--- src/rtl/cgra_obi_port_arbiter_pkg.sv ---
// Shared types and default sizing for the CGRA OBI port arbiter.
//   obi_req_t  : req, we, be, addr, wdata  (requester -> bus)
//   obi_resp_t : gnt, rvalid, rdata        (bus -> requester)
package cgra_obi_port_arbiter_pkg;

  localparam int unsigned CGRA_ARB_NREQ            = 4;
  localparam int unsigned CGRA_ARB_MAX_OUTSTANDING = 2;
  localparam int unsigned CGRA_ARB_IDW             = $clog2(CGRA_ARB_NREQ);

  typedef logic [CGRA_ARB_IDW-1:0] cgra_arb_idx_t;

  typedef struct packed {
    logic        req;
    logic        we;
    logic [3:0]  be;
    logic [31:0] addr;
    logic [31:0] wdata;
  } obi_req_t;

  typedef struct packed {
    logic        gnt;
    logic        rvalid;
    logic [31:0] rdata;
  } obi_resp_t;

endpackage

--- src/rtl/cgra_obi_port_arbiter_id_fifo.sv ---
// Outstanding-ID FIFO: remembers which requester owns each granted
// transaction so in-order rvalids can be routed back.
//   clk_i, rst_ni : clock, async active-low reset
//   push_i/data_i : enqueue an ID
//   pop_i/data_o  : dequeue; data_o is the current head
//   full_o, empty_o, count_o : occupancy
// Pointer-wrap storage so that DEPTH = 1 is legal.
module cgra_obi_port_arbiter_id_fifo
  import cgra_obi_port_arbiter_pkg::*;
#(
  parameter int unsigned DEPTH = CGRA_ARB_MAX_OUTSTANDING,
  parameter int unsigned WIDTH = CGRA_ARB_IDW
) (
  input  logic                       clk_i,
  input  logic                       rst_ni,
  input  logic                       push_i,
  input  logic [WIDTH-1:0]           data_i,
  input  logic                       pop_i,
  output logic [WIDTH-1:0]           data_o,
  output logic                       full_o,
  output logic                       empty_o,
  output logic [$clog2(DEPTH+1)-1:0] count_o
);

  localparam int unsigned PW = (DEPTH > 1) ? $clog2(DEPTH) : 1;
  localparam int unsigned CW = $clog2(DEPTH+1);

  typedef logic [PW-1:0] ptr_t;

  logic [WIDTH-1:0] mem_q [DEPTH];
  ptr_t             wptr_q, wptr_d;
  ptr_t             rptr_q, rptr_d;
  logic [CW-1:0]    count_q, count_d;
  logic             push_en, pop_en;

  function automatic ptr_t wrap_inc(input ptr_t p);
    return (p == PW'(DEPTH-1)) ? '0 : p + 1'b1;
  endfunction

  assign full_o  = (count_q == CW'(DEPTH));
  assign empty_o = (count_q == '0);
  assign count_o = count_q;
  assign data_o  = mem_q[rptr_q];

  assign push_en = push_i & ~full_o;
  assign pop_en  = pop_i & ~empty_o;

  always_comb begin
    wptr_d  = wptr_q;
    rptr_d  = rptr_q;
    count_d = count_q;
    if (push_en) wptr_d = wrap_inc(wptr_q);
    if (pop_en)  rptr_d = wrap_inc(rptr_q);
    case ({push_en, pop_en})
      2'b10:   count_d = count_q + 1'b1;
      2'b01:   count_d = count_q - 1'b1;
      default: count_d = count_q;
    endcase
  end

  always_ff @(posedge clk_i or negedge rst_ni) begin
    if (!rst_ni) begin
      wptr_q  <= '0;
      rptr_q  <= '0;
      count_q <= '0;
      for (int unsigned i = 0; i < DEPTH; i++) mem_q[i] <= '0;
    end else begin
      wptr_q  <= wptr_d;
      rptr_q  <= rptr_d;
      count_q <= count_d;
      if (push_en) mem_q[wptr_q] <= data_i;
    end
  end

endmodule

--- src/rtl/cgra_obi_port_arbiter.sv ---
// Round-robin arbiter sharing one OBI master port among NREQ CGRA
// requesters, with in-order response routing.
//   clk_i, rst_ni  : clock, async active-low reset
//   req_i[NREQ]    : requester OBI requests
//   resp_o[NREQ]   : requester OBI responses (rdata broadcast)
//   master_req_o   : forwarded request to the ext_bus master port
//   master_resp_i  : response from the ext_bus master port
//   busy_o         : lock held or transactions outstanding
//   err_o          : sticky, rvalid seen with nothing outstanding
module cgra_obi_port_arbiter
  import cgra_obi_port_arbiter_pkg::*;
#(
  parameter int unsigned NREQ            = CGRA_ARB_NREQ,
  parameter int unsigned MAX_OUTSTANDING = CGRA_ARB_MAX_OUTSTANDING
) (
  input  logic      clk_i,
  input  logic      rst_ni,
  input  obi_req_t  req_i [NREQ],
  output obi_resp_t resp_o [NREQ],
  output obi_req_t  master_req_o,
  input  obi_resp_t master_resp_i,
  output logic      busy_o,
  output logic      err_o
);

  localparam int unsigned IDW = $clog2(NREQ);
  localparam int unsigned CW  = $clog2(MAX_OUTSTANDING+1);

  typedef logic [IDW-1:0] idx_t;

  // Returns {found, index} of the first asserted request at or after ptr.
  function automatic logic [IDW:0] rr_pick(input logic [NREQ-1:0] reqs,
                                           input idx_t ptr);
    logic        found;
    idx_t        pick;
    int unsigned c;
    found = 1'b0;
    pick  = '0;
    for (int unsigned k = 0; k < NREQ; k++) begin
      c = (32'(ptr) + k) % NREQ;
      if (!found && reqs[idx_t'(c)]) begin
        found = 1'b1;
        pick  = idx_t'(c);
      end
    end
    return {found, pick};
  endfunction

  idx_t          rr_ptr_q, rr_ptr_d;
  logic          lock_q, lock_d;
  idx_t          locked_idx_q, locked_idx_d;
  logic          err_q, err_d;

  logic [NREQ-1:0] req_vec;
  logic            rr_found;
  idx_t            rr_idx;
  idx_t            winner;
  logic            has_winner;
  logic            can_issue;
  logic            hs;
  logic            pop;
  obi_req_t        fwd;

  idx_t            head;
  logic            fifo_full, fifo_empty;
  logic [CW-1:0]   fifo_count;

  always_comb begin
    for (int unsigned i = 0; i < NREQ; i++) req_vec[i] = req_i[i].req;
  end

  assign {rr_found, rr_idx} = rr_pick(req_vec, rr_ptr_q);

  // A locked requester keeps the bus even if others are requesting.
  assign winner     = lock_q ? locked_idx_q : rr_idx;
  assign has_winner = lock_q | rr_found;
  assign can_issue  = ~fifo_full;

  always_comb begin
    fwd     = req_i[0];
    fwd.req = 1'b0;
    if (has_winner) begin
      fwd     = req_i[winner];
      fwd.req = req_i[winner].req & can_issue;
    end
  end

  assign master_req_o = fwd;
  assign hs           = fwd.req & master_resp_i.gnt;
  assign pop          = master_resp_i.rvalid & ~fifo_empty;

  always_comb begin
    for (int unsigned i = 0; i < NREQ; i++) begin
      resp_o[i].gnt    = hs  && (winner == idx_t'(i));
      resp_o[i].rvalid = pop && (head == idx_t'(i));
      resp_o[i].rdata  = master_resp_i.rdata;
    end
  end

  always_comb begin
    rr_ptr_d     = rr_ptr_q;
    lock_d       = lock_q;
    locked_idx_d = locked_idx_q;
    err_d        = err_q | (master_resp_i.rvalid & fifo_empty);
    if (hs) begin
      rr_ptr_d = (winner == idx_t'(NREQ-1)) ? '0 : winner + 1'b1;
      lock_d   = 1'b0;
    end else if (fwd.req) begin
      lock_d       = 1'b1;
      locked_idx_d = winner;
    end else if (lock_q && !req_i[locked_idx_q].req) begin
      // Requester abandoned a stalled request; release the bus.
      lock_d = 1'b0;
    end
  end

  always_ff @(posedge clk_i or negedge rst_ni) begin
    if (!rst_ni) begin
      rr_ptr_q     <= '0;
      lock_q       <= 1'b0;
      locked_idx_q <= '0;
      err_q        <= 1'b0;
    end else begin
      rr_ptr_q     <= rr_ptr_d;
      lock_q       <= lock_d;
      locked_idx_q <= locked_idx_d;
      err_q        <= err_d;
    end
  end

  cgra_obi_port_arbiter_id_fifo #(
    .DEPTH (MAX_OUTSTANDING),
    .WIDTH (IDW)
  ) u_id_fifo (
    .clk_i   (clk_i),
    .rst_ni  (rst_ni),
    .push_i  (hs),
    .data_i  (winner),
    .pop_i   (pop),
    .data_o  (head),
    .full_o  (fifo_full),
    .empty_o (fifo_empty),
    .count_o (fifo_count)
  );

  assign busy_o = lock_q | (fifo_count != '0);
  assign err_o  = err_q;

endmodule

--- config.mk ---
export PLATFORM = sky130hd
export DESIGN_NAME = cgra_obi_port_arbiter
export DESIGN_NICKNAME = d
export VERILOG_FILES = /design/src/rtl/cgra_obi_port_arbiter_pkg.sv /design/src/rtl/cgra_obi_port_arbiter_id_fifo.sv /design/src/rtl/cgra_obi_port_arbiter.sv
export SDC_FILE = /design/constraint.sdc
export NUM_CORES = 1
export LEC_CHECK = 0
export ABC_CLOCK_PERIOD_IN_PS = 2800
export BUFFER_PORTS_ARGS = -buffer_cell sky130_fd_sc_hd__buf_2
export CAP_MARGIN = 20
export CORE_AREA = 3 3 200 202
export DETAILED_ROUTE_END_ITERATION = 8
export DIE_AREA = 0 0 203 205
export GPL_ROUTABILITY_DRIVEN = 0
export GPL_TIMING_DRIVEN = 0
export MAX_ROUTING_LAYER = met4
export REMOVE_ABC_BUFFERS = 1
export SYNTH_ARGS = -nofsm -noshare
export SYNTH_HDL_FRONTEND = slang
export SYNTH_SLANG_ARGS = --single-unit
--- constraint.sdc ---
create_clock -name clk_i -period 2.8 [get_ports clk_i]
set_clock_uncertainty 0.1 [all_clocks]
set_input_delay 0.14 -clock clk_i [delete_from_list [all_inputs] [get_ports clk_i]]
set_output_delay 0.14 -clock clk_i [all_outputs]
set_load 0.1 [all_outputs]
==> out/qor.yml, run 1 <==
setup_path:
  regToRegSetupSlack_ns: 0
  path_buf_inv: 3
  crit_type: "register to output pin"
  start_kind: "register"
  max_stage_delay_ns: 0.41
  slowest_stage: "dfrtp_1"
  cpLargestDelayFamily: "compound AO/OA/AOI/OAI gates"
  endpoint_kind: "output pin"
  path_cells: "mux2_4, o221ai_4, o31ai_4, buf_4, mux2_4, a22oi_4, buf_4, nor2_1, buf_4"
  critical_path_arrival_ns: 2.60
  required_ns: 2.56
  cp_max_fo: 5
  crit_path_frequent_cell: "buf_4"
die:
  core_sq_um: 38470
  die_h_um: 205
  ios: 524
  rows: 72
  initial_utilization: 0.1070
  die_w_um: 203
  dieArea_sq_um: 41620
routing:
  ant_nets: 0
  post_drt_wl_per_cell_um: 20.66
  vias_per_cell: 4.213
  drc: 0
  dr.pass1.iters: 5
  drt-total-wl_mm: 30.69
  first_iter_violations: 472
  detailroute.via_count: 6257
clocking:
  cts_root_buf: "clkbuf_16"
  worst_skew_pair.late_latency_ns: 0.25
  cts_tree: "done"
  htreeDepth: 1
  path_clk_slew_ns: 0.05
  clockBufferDepth: 2
  clkSinkCount: 14
  cts_buffers: 3
yosys:
  ys_ff_latch: 14
  yosysSeqAreaShare: 0.08508
  synthTopCellsByArea: "nand2_1 26%, buf_4 23%, a31oi_1 11%"
  post_synth_num_cell_types: 43
  synth_xor_area_frac: 0.01064
  synth_compound_area_frac: 0.1723
  yosys_warnings: 0
  ys.flop_type: "dfrtp_1"
  synthAdderAreaFrac: 0.01519
  syn_inst: 708
  synth_mux_area_frac: 0.02796
  async_reset_ff_frac: 1.000
  synth_top_area_share: 0.2589
  synth_top_area_cell: "nand2_1"
  synth_edf_count: 0
  syn_area_sq_um: 4118
  synth_simple_gate_area_frac: 0.3950
  avgSynthCellArea_sq_um: 5.816
  synth_top_family_by_area: "simple AND/OR/NAND/NOR gates"
sta:
  timing.final.crit_share: 1.014
  finalSetupViolCount: 6
  layout_min_cycle_time_ns: 2.840
  rsz0062_at_grt: "true"
  setup_tns_ns: -0.08059
  slew_headroom: 0.5729
  drv_slew: 0
  holdWs_ns: 0.003871
  tightest_slew_ns: 0.6340
  final.setup.worst_slack_ns: -0.04048
  hold_viol: 0
  fmax_ghz: 0.3521
grt:
  grtUsageMet2: 0.1781
  globalRouteOverflowTotal: 0
  antenna_found_initial: 0
  grt_pass1_wl_mm: 37.20
  use_met1: 0.1528
  top_usage_layer: "met2"
  track_usage: 0.1229
  grt_pass1_vias: 5635
  grt_max_degree: 38
  met3_usage: 0.05991
min_path:
  hp-class: "input port to register"
flow_run:
  drv_cap: 0
status:
  outcome: "finished with violations"
  violations: "setup timing"
placed_design:
  dp_hpwl_mm: 18.66
  portBuffers: 363
  place_ws_ns: -1.171
finish:
  final_cell_mix: "290 x buf_2, 281 x nand2_1, 52 x and3_1"
  drive_above_1_share: 0.5305
  nets: 1289
  diodes: 0
  final_common_cell: "buf_2"
  syn_to_final_growth_pct: 89.33
-- state kept, by name (all words and copies together), names as in the netlist --
register           cells
u_id_fifo.count_o      2
u_id_fifo.mem_q        4
err_o                  1
u_id_fifo.wptr_q       1
rr_ptr_q               2
u_id_fifo.rptr_q       1
lock_q                 1
locked_idx_q           2
-- worst register-to-register path, delay by kind of cell, from the launching register on --
kind,cells,cell delay (ns)
AOI/OAI and AO/OA,3,0.68
xor gates and xnor gates,1,0.16
adders and majority gates,1,0.25
buffers and inverters,2,0.41
DFF,1,0.41
muxes,2,0.57
and+or+nand+nor,1,0.14
-- synthesized netlist by cell type, types with 2 or more instances --
master / number
nand2_1: 284
buf_4: 128
a31oi_1: 71
and3_1: 69
clkbuf_1: 34
nor2_1: 16
dfrtp_1: 14
inv_1: 13
buf_2: 10
a21oi_1: 7
ha_1: 5
o21ai_0: 5
buf_1: 4
mux2i_1: 4
xnor2_1: 4
nand2b_1: 3
nand3_1: 3
a211oi_1: 2
a21o_1: 2
inv_2: 2
mux2_2: 2
mux2_4: 2
nor3_1: 2
o211ai_1: 2
o31ai_1: 2
-- stage by stage --
stage | cells | area (sq um) | util
finish | 1485 | 7796 | 0.2027
global route | 1485 | 7796 | 0.2027
CTS | 1456 | 6779 | 0.1762
detailed placement | 1424 | 5648 | 0.1468
global placement | 1413 | 5429 | 0.1411
floorplan | 532 | 2964 | -
-- layer usage --
| layer | routed length (um) | vias up | share of wire |
|---|---|---|---|
| li1 | - | 2766 | - |
| met1 | 12470 | 2953 | 0.41 |
| met2 | 13460 | 478 | 0.44 |
| met3 | 3868 | 60 | 0.13 |
| met4 | 886 | 0 | 0.029 |
| met5 | 0 | - | 0 |
-- cells by family after synthesis --
kind of cell | after synthesis
buffers and inverters | 191
xor gates and xnor gates | 5
muxes | 9
adders and majority gates | 5
AOI/OAI and AO/OA | 104
and+or+nand+nor | 380
DFF | 14
-- path summary, 6_finish.rpt --
check | from | to | depth (start not counted)
hold reg to reg | err_o$_DFF_PN0_ | err_o$_DFF_PN0_ | 1
setup / recovery | rr_ptr_q[1]$_DFFE_PN0P_ | resp_o[33] | 9
hold / removal | master_resp_i[32] | err_o$_DFF_PN0_ | 2
min in group asynchronous | rst_ni | u_id_fifo.count_o[1]$_DFFE_PN0P_ | 2
max in group asynchronous | rst_ni | lock_q$_DFFE_PN0P_ | 2
setup reg to reg | rr_ptr_q[1]$_DFFE_PN0P_ | u_id_fifo.count_o[1]$_DFFE_PN0P_ | 10
-- final cells by class --
class	count	area, sq um
tap	518	648.1
clock buffer	4	88.84
timing repair inverter	6	86.33
timing repair buffer	425	3423
sequential	14	351.6
fill	4278	30670
inverter	15	98.84
multi-input combinational	503	3099
-- repair_timing --
item / CTS / global route
setup endpoints to repair: 86 / 74
gates cloned: 16 / 13
hold endpoints to repair: 14 / 0
hold buffers: 1 / 0
resized for setup: 153 / 127
setup buffers: 12 / 17
pin swaps: 6 / 10
Power of run 1 is not shown: default switching activity piles up to over one toggle a cycle in this logic, so the estimate is an artifact.
==> run 2: changes to the inputs <==
Settings changed: CTS_BUF_LIST set to sky130_fd_sc_hd__clkbuf_16.
==> run 2 against run 1 <==
Net effect:
- the run still ends with setup timing left
- final area is 0.14% lower
- first-iteration DRC count fell by 13%
- non-clock buffer count did not move
- critical path type unchanged
- largest cell class unchanged
==> out/qor.yml, run 2 (same netlist as run 1, synthesis figures left out) <==
status:
  outcome: "finished with violations"
  violations: "setup timing"
setup_path:
  critical_path_arrival_ns: 2.59  # about the same
  slowest_stage: "dfrtp_1"
  path_buf_inv: 3  # unchanged
  rr_endpoint: "u_id_fifo.count_o[1]$_DFFE_PN0P_"
  path_cells: "mux2_4, o221ai_4, o31ai_4, buf_4, mux2_4, a22oi_4, buf_4, nor2_1, buf_4"
  regToRegSetupSlack_ns: 0.01  # about the same
  rr_startpoint: "rr_ptr_q[1]$_DFFE_PN0P_"
  required_ns: 2.56  # about the same
  start_kind: "register"
  crit_type: "register to output pin"
  cpLargestDelayFamily: "compound AO/OA/AOI/OAI gates"
  crit_path_frequent_cell: "buf_4"
  endpoint_kind: "output pin"
  max_stage_delay_ns: 0.41  # about the same
  cp_max_fo: 5  # unchanged
  r2r_cells: 10  # unchanged
placed_design:
  portBuffers: 363  # unchanged
  dp.cells: 1424  # unchanged
  placed_cell_area_sq_um: 5648  # unchanged
  dp_hpwl_mm: 18.66  # unchanged
sta:
  finalSetupViolCount: 1  # -5
  drv_slew: 0  # unchanged
  layout_min_cycle_time_ns: 2.832  # -0.008781 ns
  final.setup.worst_slack_ns: -0.03169  # +0.008781 ns
  slew_headroom: 0.5755  # +0.002599
  tightest_slew_ns: 0.6301  # -0.003858 ns
  fmax_ghz: 0.3531  # +0.31%
  hold_viol: 0  # unchanged
  rsz0062_at_grt: "true"
  timing.final.crit_share: 1.011  # -0.003136
finish:
  final_cells: 1485  # unchanged
  final_common_cell: "buf_2"
  syn_to_final_growth_pct: 89.06
  final_area_sq_um: 7785  # -0.14%
  largest-register: "u_id_fifo.mem_q"
  final_core_util: 0.2024  # -0.0002930
  diodes: 0  # unchanged
  nets: 1289  # unchanged
  drive_above_1_share: 0.5305  # unchanged
  final_cell_mix: "290 x buf_2, 280 x nand2_1, 51 x and3_1"
  largest_reg_flops: 4  # unchanged
routing:
  drt-total-wl_mm: 30.63  # -0.19%
  drc: 0  # unchanged
  first_iter_violations: 413  # -13%
  post_drt_wl_per_cell_um: 20.62  # -0.19%
  vias_per_cell: 4.212  # about the same
  detailroute.via_count: 6255  # -0.032%
  dr.pass1.iters: 5  # unchanged
  ant_nets: 0  # unchanged
grt:
  antenna_found_initial: 0  # unchanged
  grt_max_degree: 38  # unchanged
  grt_pass1_vias: 5641  # +0.11%
  track_usage: 0.1228  # about the same
  grt_pass1_wl_mm: 37.19  # about the same
  globalRouteOverflowTotal: 0  # unchanged
min_path:
  hp-class: "input port to register"
  min_path_cells: 2  # unchanged
  min_from: "master_resp_i[32]"
  holdPathEnd: "err_o$_DFF_PN0_"
die:
  ios: 524  # unchanged
  core_sq_um: 38470  # unchanged
  die_w_um: 203  # unchanged
  initial_utilization: 0.1070  # unchanged
  rows: 72  # unchanged
  die_h_um: 205  # unchanged
  dieArea_sq_um: 41620  # unchanged
clocking:
  clkSinkCount: 14  # unchanged
  cts_tree: "done"
  worst_skew_pair.late_latency_ns: 0.25  # about the same
  clockBufferDepth: 2  # unchanged
  path_clk_slew_ns: 0.05  # about the same
  htreeDepth: 1  # unchanged
  cts_buffers: 3  # unchanged
  cts_root_buf: "clkbuf_16"
flow_run:
  drv_cap: 0  # unchanged
[run 2: cell count changes in the layout (fill, tap and decap cells not counted), sizes merged]
| cell | change |
|---|---|
| clkbuf | -1 |
| clkinv | +2 |
| inv | -1 |
[run 2: worst max path at each step]
stage                                  from               end  slack [ns]  cells past startpoint
floorplan           rr_ptr_q[1]$_DFFE_PN0P_       resp_o[101]       -4.41                      7
global placement    rr_ptr_q[1]$_DFFE_PN0P_       resp_o[135]       -6.75                      8
detailed placement  rr_ptr_q[1]$_DFFE_PN0P_  master_req_o[45]       -1.17                     12
CTS                 rr_ptr_q[1]$_DFFE_PN0P_       resp_o[101]       -0.01                      9
global route        rr_ptr_q[1]$_DFFE_PN0P_        resp_o[33]       -0.12                      9
finish              rr_ptr_q[1]$_DFFE_PN0P_        resp_o[33]       -0.03                      9
[run 2: cell type report]
type,count,area [sq um]
repair inverters,6,91.34
well taps,518,648.1
fillers,4283,30680
multi-input cells,503,3100
flip-flops and latches,14,351.6
clock inverters,1,3.754
clock buffers,3,75.07
repair buffers,425,3416
inverters,15,98.84
[run 2: through the flow]
step	hold WS (ns)	setup TNS (ns)	setup slack, ns
final	0.005357	-0.03169	-0.03169
after global placement	-0.04190	-546.25	-6.753
after floorplan	-0.2556	-307.36	-4.407
after detailed placement	-0.03845	-66.83	-1.171
after global routing	0.01412	-1.082	-0.1180
after CTS	0.003863	-0.04578	-0.01402
[run 2: timing repair]
| action | CTS | global route |
|---|---|---|
| hold buffers | 1 | 0 |
| endpoints found under the hold margin | 14 | 0 |
| pin swaps | 6 | 10 |
| buffers inserted | 12 | 17 |
| gates resized for setup | 153 | 127 |
| cloned | 16 | 13 |
| setup endpoints to repair | 86 | 74 |
[run 2: routing by layer]
metal / share of wire / vias to the layer above / track usage
li1: - / 2765 / -
met1: 0.40 / 2949 / 0.1525
met2: 0.44 / 486 / 0.1782
met3: 0.13 / 55 / 0.05991
met4: 0.029 / 0 / 0.03044
met5: 0 / - / -
Power of run 2 is left out for the same reason.
==> run 3: changes to the inputs <==
Settings changed: ABC_CLOCK_PERIOD_IN_PS 2800 to 3600, CORE_AREA 3 3 200 202 to 3 3 203 205, DIE_AREA 0 0 203 205 to 0 0 206 208, SKIP_LAST_GASP set to 1.
Clock period 2.8 ns to 3.6 ns, I/O delays scaled along.
==> run 3 against run 2 <==
Net effect:
- final area decreased by 25%
- global-route usage fell by 3.3 points
- count of clock-buffer cells in the layout unchanged
- critical endpoint is now master_req_o[10]
- hold slack better by 0.060 ns
- critical path depth grew 3
- via count is 8.2% lower
- the run now ends clean
- non-clock buffer count shrank 48
==> out/qor.yml, run 3 (same netlist as run 1, synthesis figures left out) <==
sta:
  layout_min_cycle_time_ns: 3.476
  fmax_ghz: 0.2877
  drv_slew: 0  # unchanged
  setup_tns_ns: 0  # +0.03169 ns
  rsz0062_at_grt: "true"
  tightest_slew_ns: 0.6491  # +0.01896 ns
  slew_headroom: 0.5673  # -0.008202
  timing.final.crit_share: 0.9654
  hold_viol: 0  # unchanged
  finalSetupViolCount: 0  # -1
setup_path:
  crit_path_frequent_cell: "buf_8"
  start_kind: "register"
  slowest_stage: "dfrtp_1"
  path_cells: "nand2_1, a221oi_2, o31ai_4, buf_8, buf_8, buf_8, inv_16, buf_16, nand2_1, and3_1, a31oi_1, buf_6"
  critical_path_arrival_ns: 3.20  # +0.61 ns
  endpoint_kind: "output pin"
  required_ns: 3.32  # +0.76 ns
  r2r_cells: 12  # +2
  cp_max_fo: 81  # +76
  crit_type: "register to output pin"
  max_stage_delay_ns: 0.43  # +0.02 ns
finish:
  final_cell_mix: "335 x buf_2, 284 x nand2_1, 71 x a31oi_1"
  final_common_cell: "buf_2"
  syn_to_final_growth_pct: 41.96
  largest_reg_flops: 4  # unchanged
  nets: 1235  # -4.2%
  drive_above_1_share: 0.4294  # -0.1012
  fillers: 4577  # +6.9%
  largest-register: "u_id_fifo.mem_q"
  final_core_util: 0.1475  # -0.05492
die:
  initial_utilization: 0.1039  # -0.003169
  die_w_um: 206  # +1.5%
  die_h_um: 208  # +1.5%
  ios: 524  # unchanged
  dieArea_sq_um: 42850  # +3.0%
  rows: 73  # +1.4%
  core_sq_um: 39640  # +3.1%
routing:
  ant_nets: 0  # unchanged
  drc: 0  # unchanged
  dr.pass1.iters: 5  # unchanged
  first_iter_violations: 443  # +7.3%
  post_drt_wl_per_cell_um: 14.98  # -27%
  vias_per_cell: 3.992  # -5.2%
  detailroute.via_count: 5745  # -8.2%
  drt-total-wl_mm: 21.56  # -30%
placed_design:
  dp_hpwl_mm: 17.48  # -6.3%
  portBuffers: 363  # unchanged
grt:
  track_usage: 0.08953  # -0.03328
  grt_pass1_vias: 5105  # -9.5%
  grt_max_degree: 81  # +110%
  grt_pass1_wl_mm: 29.51  # -21%
  globalRouteOverflowTotal: 0  # unchanged
  antenna_found_initial: 1  # +1
clocking:
  clockBufferDepth: 2  # unchanged
  cts_buffers: 3  # unchanged
  htreeDepth: 1  # unchanged
  clkSinkCount: 14  # unchanged
  worst_skew_pair.late_latency_ns: 0.24  # about the same
  cts_root_buf: "clkbuf_16"
  cts_tree: "done"
  path_clk_slew_ns: 0.05  # about the same
flow_run:
  drv_cap: 0  # unchanged
status:
  outcome: "complete, no violations"
min_path:
  hp-class: "input port to register"
  min_path_cells: 2  # unchanged
==> run 3: cell count changes in the layout (fill, tap and decap cells not counted), moves of 17 or more <==
cell     change
buf_6       -42
and3_1      +18
buf_12      -17
and3_4      -18
buf_2       +45
a31oi_2     -20
buf_4       -23
a31oi_4     -17
a31oi_1     +37
==> run 3: critical path, delay by kind of cell, from the launching register on <==
family,cells,cell delay (ns)
buffers and inverters,6,1.28
AOI/OAI and AO/OA,3,0.74
DFF,1,0.43
and+or+nand+nor,3,0.43
==> run 3: final cells by class <==
type | instances | area [sq um] | share of cell area
clock buffers | 3 | 75.07 | 0.01284
well taps | 525 | 656.9 | 0.1124
flip-flops and latches | 14 | 350.3 | 0.05993
diodes | 1 | 2.502 | 0.0004281
multi-input cells | 503 | 2572 | 0.4401
inverters | 15 | 72.57 | 0.01241
clock inverters | 1 | 3.754 | 0.0006421
repair buffers | 377 | 2112 | 0.3613
==> run 3: worst paths after layout <==
| path | endpoint | from | slack [ns] |
|---|---|---|---|
| max | master_req_o[10] | rr_ptr_q[1]$_DFFE_PN0P_ | 0.12 |
| max reg2reg | u_id_fifo.count_o[1]$_DFFE_PN0P_ | rr_ptr_q[1]$_DFFE_PN0P_ | 0.43 |
| min in group asynchronous | err_o$_DFF_PN0_ | rst_ni | 0.27 |
| min reg2reg | err_o$_DFF_PN0_ | err_o$_DFF_PN0_ | 0.36 |
| max in group asynchronous | lock_q$_DFFE_PN0P_ | rst_ni | 2.88 |
| min | err_o$_DFF_PN0_ | master_resp_i[32] | 0.07 |
==> run 3: per-stage QoR <==
step	hold WS, ns	worst slack (ns)	area, sq um	cells
after floorplan	-0.2156	-3.647	2964	532
after global placement	0.002075	-6.115	5438	1420
after detailed placement	0.005999	-0.7096	5617	1430
after CTS	0.06067	-0.1063	5763	1436
after global routing	0.08336	-0.04389	5846	1439
final	0.06548	0.1245	5846	1439
==> run 3: routing by layer <==
metal	global-route usage	wire (um)
met5	-	0
met4	0.01404	316
met3	0.04710	3234
met2	0.1347	9202
met1	0.1083	8806
==> run 3: timing repair <==
action / in CTS / in global routing
setup buffers: 1 / 1
cloned: 0 / 1
gates resized for setup: 17 / 19
endpoints found under the setup margin: 79 / 51
pin swaps: 2 / 1
hold buffers: 1 / 0
endpoints found under the hold margin: 14 / 0
Power of run 3 is left out for the same reason.
